==> src/rtl/mock_cgra_pipe.sv <==
// mock_cgra_pipe: a small configurable pipe with an IDLE/CONFIG/RUN/DRAIN controller
// and NUM_CH independent channels. Each channel applies a per-channel op
// (pass, add K, invert, discard) to its input and buffers the result in a DEPTH-entry FIFO.

// Per-channel transform and FIFO.
module mock_cgra_pipe_lane #(
    parameter int DATA_WIDTH = 32,
    parameter int DEPTH      = 2
) (
    input  logic                  clk,
    input  logic                  rst_n,
    input  logic                  run,       // controller is in RUN: inputs may be accepted
    input  logic                  active,    // controller is in RUN or DRAIN: outputs may be presented
    input  logic [1:0]            op,
    input  logic [DATA_WIDTH-1:0] k,
    input  logic [DATA_WIDTH-1:0] in_data,
    input  logic                  in_valid,
    output logic                  in_ready,
    output logic [DATA_WIDTH-1:0] out_data,
    output logic                  out_valid,
    input  logic                  out_ready,
    output logic                  empty
);
    localparam int PW = $clog2(DEPTH);
    localparam int CW = $clog2(DEPTH + 1);

    logic [DEPTH-1:0][DATA_WIDTH-1:0] mem;
    logic [PW-1:0]                    wr_ptr;
    logic [PW-1:0]                    rd_ptr;
    logic [CW-1:0]                    count;
    logic [DATA_WIDTH-1:0]            xf;
    logic                             push;
    logic                             pop;

    // Ready looks only at occupancy, never at out_ready, so there is no comb path through the lane.
    assign in_ready  = run && (count < CW'(DEPTH));
    assign out_valid = active && (count != '0);
    assign out_data  = out_valid ? mem[rd_ptr] : '0;
    assign empty     = (count == '0);
    // Discarded words complete the input handshake but never reach the FIFO.
    assign push      = in_valid && in_ready && (op != 2'b11);
    assign pop       = out_valid && out_ready;

    // Per-channel operation; the add wraps at the word width.
    always_comb begin
        xf = in_data;
        case (op)
            2'b01:   xf = in_data + k;
            2'b10:   xf = ~in_data;
            default: xf = in_data;
        endcase
    end

    // FIFO storage, pointers (wrap naturally since DEPTH is a power of two) and occupancy.
    always_ff @(posedge clk or negedge rst_n) begin
        if (!rst_n) begin
            mem    <= '0;
            wr_ptr <= '0;
            rd_ptr <= '0;
            count  <= '0;
        end else begin
            if (push) begin
                mem[wr_ptr] <= xf;
                wr_ptr      <= wr_ptr + 1'b1;
            end
            if (pop) begin
                rd_ptr <= rd_ptr + 1'b1;
            end
            if (push && !pop) begin
                count <= count + 1'b1;
            end else if (pop && !push) begin
                count <= count - 1'b1;
            end
        end
    end
endmodule

module mock_cgra_pipe #(
    parameter int DATA_WIDTH = 32,
    parameter int NUM_CH     = 4,
    parameter int DEPTH      = 2,
    parameter int CFG_WIDTH  = 160
) (
    input  logic                         clk,
    input  logic                         rst_n,
    input  logic [NUM_CH*DATA_WIDTH-1:0] data_in,
    input  logic [NUM_CH-1:0]            data_in_valid,
    output logic [NUM_CH-1:0]            data_in_ready,
    output logic [NUM_CH*DATA_WIDTH-1:0] data_out,
    output logic [NUM_CH-1:0]            data_out_valid,
    input  logic [NUM_CH-1:0]            data_out_ready,
    input  logic [CFG_WIDTH-1:0]         config_bitstream,
    input  logic                         bitstream_enable_i,
    input  logic                         execute_i,
    output logic                         busy_o,
    output logic                         cfg_loaded_o
);
    // K in the low word, then two op bits per channel; anything above is ignored.
    localparam int CFG_USED = 32 + 2 * NUM_CH;

    if (CFG_WIDTH < CFG_USED) begin : g_chk_cfg
        $error("mock_cgra_pipe: CFG_WIDTH must be at least 32+2*NUM_CH");
    end
    if (DEPTH < 2 || (DEPTH & (DEPTH - 1)) != 0) begin : g_chk_depth
        $error("mock_cgra_pipe: DEPTH must be a power of two and at least 2");
    end
    if (CFG_WIDTH > CFG_USED) begin : g_cfg_pad
        logic cfg_unused;
        assign cfg_unused = ^config_bitstream[CFG_WIDTH-1:CFG_USED];
    end

    typedef enum logic [1:0] {S_IDLE, S_CONFIG, S_RUN, S_DRAIN} state_t;

    state_t                state;
    state_t                state_nxt;
    logic [CFG_USED-1:0]   cfg_q;
    logic                  cfg_loaded_q;
    logic [NUM_CH-1:0]     lane_empty;
    logic                  run;
    logic                  active;

    assign run          = (state == S_RUN);
    assign active       = (state == S_RUN) || (state == S_DRAIN);
    assign busy_o       = active;
    assign cfg_loaded_o = cfg_loaded_q;

    // Next state: configuration wins over execute in IDLE; DRAIN leaves only once every FIFO is empty.
    always_comb begin
        state_nxt = state;
        case (state)
            S_IDLE: begin
                if (bitstream_enable_i) begin
                    state_nxt = S_CONFIG;
                end else if (execute_i) begin
                    state_nxt = S_RUN;
                end
            end
            S_CONFIG: state_nxt = S_IDLE;
            S_RUN:    if (!execute_i) state_nxt = S_DRAIN;
            S_DRAIN:  if (&lane_empty) state_nxt = S_IDLE;
            default:  state_nxt = S_IDLE;
        endcase
    end

    // State register.
    always_ff @(posedge clk or negedge rst_n) begin
        if (!rst_n) begin
            state <= S_IDLE;
        end else begin
            state <= state_nxt;
        end
    end

    // Configuration is captured on the edge that enters CONFIG, so it is stable by the next RUN.
    always_ff @(posedge clk or negedge rst_n) begin
        if (!rst_n) begin
            cfg_q        <= '0;
            cfg_loaded_q <= 1'b0;
        end else if (state == S_IDLE && bitstream_enable_i) begin
            cfg_q        <= config_bitstream[CFG_USED-1:0];
            cfg_loaded_q <= 1'b1;
        end
    end

    for (genvar i = 0; i < NUM_CH; i++) begin : g_lane
        mock_cgra_pipe_lane #(
            .DATA_WIDTH(DATA_WIDTH),
            .DEPTH     (DEPTH)
        ) u_lane (
            .clk      (clk),
            .rst_n    (rst_n),
            .run      (run),
            .active   (active),
            .op       (cfg_q[32+2*i +: 2]),
            .k        (cfg_q[31:0]),
            .in_data  (data_in[i*DATA_WIDTH +: DATA_WIDTH]),
            .in_valid (data_in_valid[i]),
            .in_ready (data_in_ready[i]),
            .out_data (data_out[i*DATA_WIDTH +: DATA_WIDTH]),
            .out_valid(data_out_valid[i]),
            .out_ready(data_out_ready[i]),
            .empty    (lane_empty[i])
        );
    end
endmodule

==> config.mk <==
export PLATFORM = sky130hd
export DESIGN_NAME = mock_cgra_pipe
export DESIGN_NICKNAME = d
export VERILOG_FILES = /design/src/rtl/mock_cgra_pipe.sv
export SDC_FILE = /design/constraint.sdc
export NUM_CORES = 1
export LEC_CHECK = 0
export CAP_MARGIN = 10
export CORE_MARGIN = 2
export CORE_UTILIZATION = 30
export DETAILED_ROUTE_END_ITERATION = 16
export GPL_TIMING_DRIVEN = 0
export SLEW_MARGIN = 30
export SYNTH_ARGS = -nofsm -noshare
export SYNTH_HDL_FRONTEND = slang
export SYNTH_SLANG_ARGS = --single-unit
==> constraint.sdc <==
create_clock -name clk -period 9.8 [get_ports clk]
set_clock_uncertainty 0.15 [all_clocks]
set_input_delay 1.96 -clock clk [delete_from_list [all_inputs] [get_ports clk]]
set_output_delay 1.96 -clock clk [all_outputs]
set_load 0.005 [all_outputs]
==> results.cfg <==
[clock_tree]
clkTransAtPathRegs_ps = 60
postCtsSetupBuffers = 0
htreeDepth = 2
clock_tree.root_cell = clkbuf_16
cts_resized = 0
clock_latency_ps = 570
cts_tree = yes
cts_hold_buf = 0
clk_path_buf_depth = 3
cts-buffers-inserted = 39
cts.sinks = 315

[yosys]
synthFlopType = dfrtp_1
synth.net_count = 3219
synth_top_area_share_pct = 34.62
synth_top_cell_by_area = dfrtp_1
synth.avg_cell_area_um2 = 8.204
synth-edff-count = 0
ys_async_sr_fraction_pct = 100.0
synth_area_leaders = dfrtp_1 (35%), nand2_1 (9.7%), ha_1 (7.7%), mux2i_1 (6.0%), a21oi_1 (4.7%)
synth_area_um2 = 22770
synth_seq_cells = 315
netlist_instances = 2775
synth_warnings = 0
synth.distinct_cells = 82
ys_seq_area_share_pct = 34.62

[pwr]
p_sw_share_pct = 48.39
p_seq_share_pct = 25.0
combPwrFrac_pct = 60.7
power_mw = 10.62
power_density_nw_per_um2 = 370.9
netSwitchingPower_mw = 5.141
internal-power_mw = 5.482
ir_worst_vdd_mv = 0.1655
p_leak_nw = 13.17
power_frac_clock_pct = 14.4

[routing]
firstDrtPassIters = 5
drt_iter0_drc = 1596
drt_wl_total_mm = 87.38
avgRoutedWirePerCell_um = 21.07
drcViolationCount = 0
ant_nets = 0
via_per_inst = 5.209
via_count = 21600

[critical_path]
cp-start-kind = primary input
critPathMaxFanout = 4
path_class = primary input to register
crit_arrival_ps = 5670
required_ps = 10070
end_kind = register

[die]
ios = 438
die_h_um = 279.5
core_area_um2 = 75570
num_rows = 101
start_util_pct = 30.13
chipWidth_um = 279.5
die_area_um2 = 78100

[sta]
max_freq_mhz = 185.3
setup_viol = 0
tightest_slew_ps = 892.2
setup_tns_ps = 0
final_hold_viol_count = 0
post-route-min-period_ps = 5396
fin_crit_sh_pct = 55.06
rsz0062_at_grt = no
max_slew_margin_pct = 40.52
slew_viol_final = 0
holdWs_ps = 315.4

[cells_and_area]
layout-drive-gt1-share_pct = 5.682
design_area_um2 = 28650
antenna_cells = 0
nets = 3582
fill_cells = 7795
syn_to_final_growth_pct = 25.83

[placement]
hpwl_mm = 67.40
gp_congestion = 0.9266
placed_cell_area_um2 = 27310
port-buffer-count = 317

[global_route]
grt_pass1_wl_mm = 128.6
grt_pass1_vias = 20780
grt_usage_pct = 21.94
grt_max_degree = 85
antenna_found_initial = 13
grt_overflow = 0

[outcome]
status = finished clean

[job]
cap_viol_max_count = 0

[min_path]
hp-class = register to register
## Yosys cell counts (14+ instances only)
| cell | number |
|---|---|
| nand2_1 | 589 |
| nor2_1 | 235 |
| nand4_1 | 14 |
| a21oi_1 | 213 |
| xor2_1 | 52 |
| a21o_1 | 79 |
| ha_1 | 140 |
| dfrtp_1 | 315 |
| nand2b_1 | 17 |
| mux2i_1 | 136 |
| a221oi_1 | 82 |
| o31ai_1 | 18 |
| a31oi_1 | 33 |
| nand3_1 | 18 |
| o21ai_0 | 135 |
| nor2b_1 | 18 |
| a211oi_1 | 14 |
| clkbuf_1 | 144 |
| o21a_1 | 18 |
| mux2_2 | 69 |
| o21ai_1 | 29 |
| xnor2_1 | 70 |
| inv_1 | 143 |
## metrics by stage
stage | utilization, % | worst slack [ps] | instances
global route | 37.91 | 4110 | 4146
global placement | 35.94 | -7635 | 4070
detailed placement | 36.14 | 3874 | 4075
finish | 37.91 | 4404 | 4146
floorplan | - | 4966 | 2775
CTS | 37.90 | 4421 | 4146
## layout by cell type (no fill, tap or decap), types with 5 or more instances in the layout
cell type	count
o31a_1	5
xor2_1	52
nor2_1	235
buf_1	13
o21ai_0	135
o21a_1	18
a21oi_1	213
nor4_1	5
nor3_1	8
nand3_1	18
xnor2_1	70
buf_4	8
o21ai_1	28
a211oi_1	14
nand4_1	14
and2_1	12
o221ai_1	11
a21o_1	79
a31oi_1	33
mux2i_1	136
ha_1	140
nand2_1	589
clkbuf_1	153
a221oi_1	82
inv_1	143
clkdlybuf4s50_1	316
o21bai_1	8
dfrtp_1	315
clkinv_2	6
nand2b_1	17
nor2b_1	18
bufinv_16	5
o211ai_1	7
clkbuf_16	41
and3_1	10
or2_2	6
mux2_2	69
o22ai_1	5
o31ai_1	18
## final cells by class
class | instances | area [µm²] | area share, %
Buffer | 167 | 660.6 | 2.306
Clock buffer | 53 | 1091 | 3.809
Clock inverter | 18 | 236.5 | 0.8255
Inverter | 144 | 540.5 | 1.887
Multi-Input combinational cell | 2149 | 13720 | 47.89
Sequential cell | 315 | 7883 | 27.52
Tap cell | 978 | 1224 | 4.272
Timing Repair Buffer | 322 | 3293 | 11.50
## per-layer routing
layer	GRT usage (%)	share of wire (%)
met1	30.67	46
met2	34.16	44
met3	4.204	6.7
met4	6.856	3.2
met5	0	0.12
## power groups by stage
stage               Combinational, mW  Sequential, mW  Clock, mW
floorplan                        4.44            2.23          0
global placement                 6.35            2.66          0
detailed placement               6.40            2.67          0
CTS                              6.43            2.65       1.56
global route                     7.11            2.73       1.60
finish                           6.44            2.65       1.53
## logic make-up after synthesis
group / synth area share, %
xor gates and xnor gates: 4.694
muxes: 9.442
DFF: 34.62
and+or+nand+nor: 17.13
adders and majority gates: 8.046
AOI/OAI and AO/OA: 20.80
buffers and inverters: 5.271
## registers in the layout (all words and copies together), names as in the netlist
| register | flops |
|---|---|
| g_lane.u_lane.mem | 256 |
| g_lane.u_lane.rd_ptr | 4 |
| cfg_q | 40 |
| cfg_loaded_o | 1 |
| g_lane.u_lane.wr_ptr | 4 |
| state | 2 |
| g_lane.u_lane.count | 8 |
## final timing paths
path | from | to | slack, ps | cells past startpoint
max reg2reg | cfg_q[1] | g_lane[0].u_lane.mem[30] | 5230 | 13
min in group asynchronous | rst_n | g_lane[3].u_lane.mem[26] | 1110 | 1
min reg2reg | g_lane[3].u_lane.mem[24] | g_lane[3].u_lane.mem[24] | 320 | 2
max in group asynchronous | rst_n | g_lane[0].u_lane.mem[3] | 7420 | 3
max | data_in[64] | g_lane[2].u_lane.mem[30] | 4400 | 15
min | g_lane[3].u_lane.mem[24] | g_lane[3].u_lane.mem[24] | 320 | 2
## worst max-delay path, stage by stage
cell	delay, ps
clkdlybuf4s50_1	560
ha_1	250
inv_1	70
fa_1	400
nor2b_1	180
o31a_1	200
o311ai_1	150
a21oi_1	190
nor2_1	110
o41ai_1	640
and2_1	270
o2111ai_1	120
a21oi_1	190
xnor2_1	200
o221ai_1	180
(Power assumes the default switching activity.)
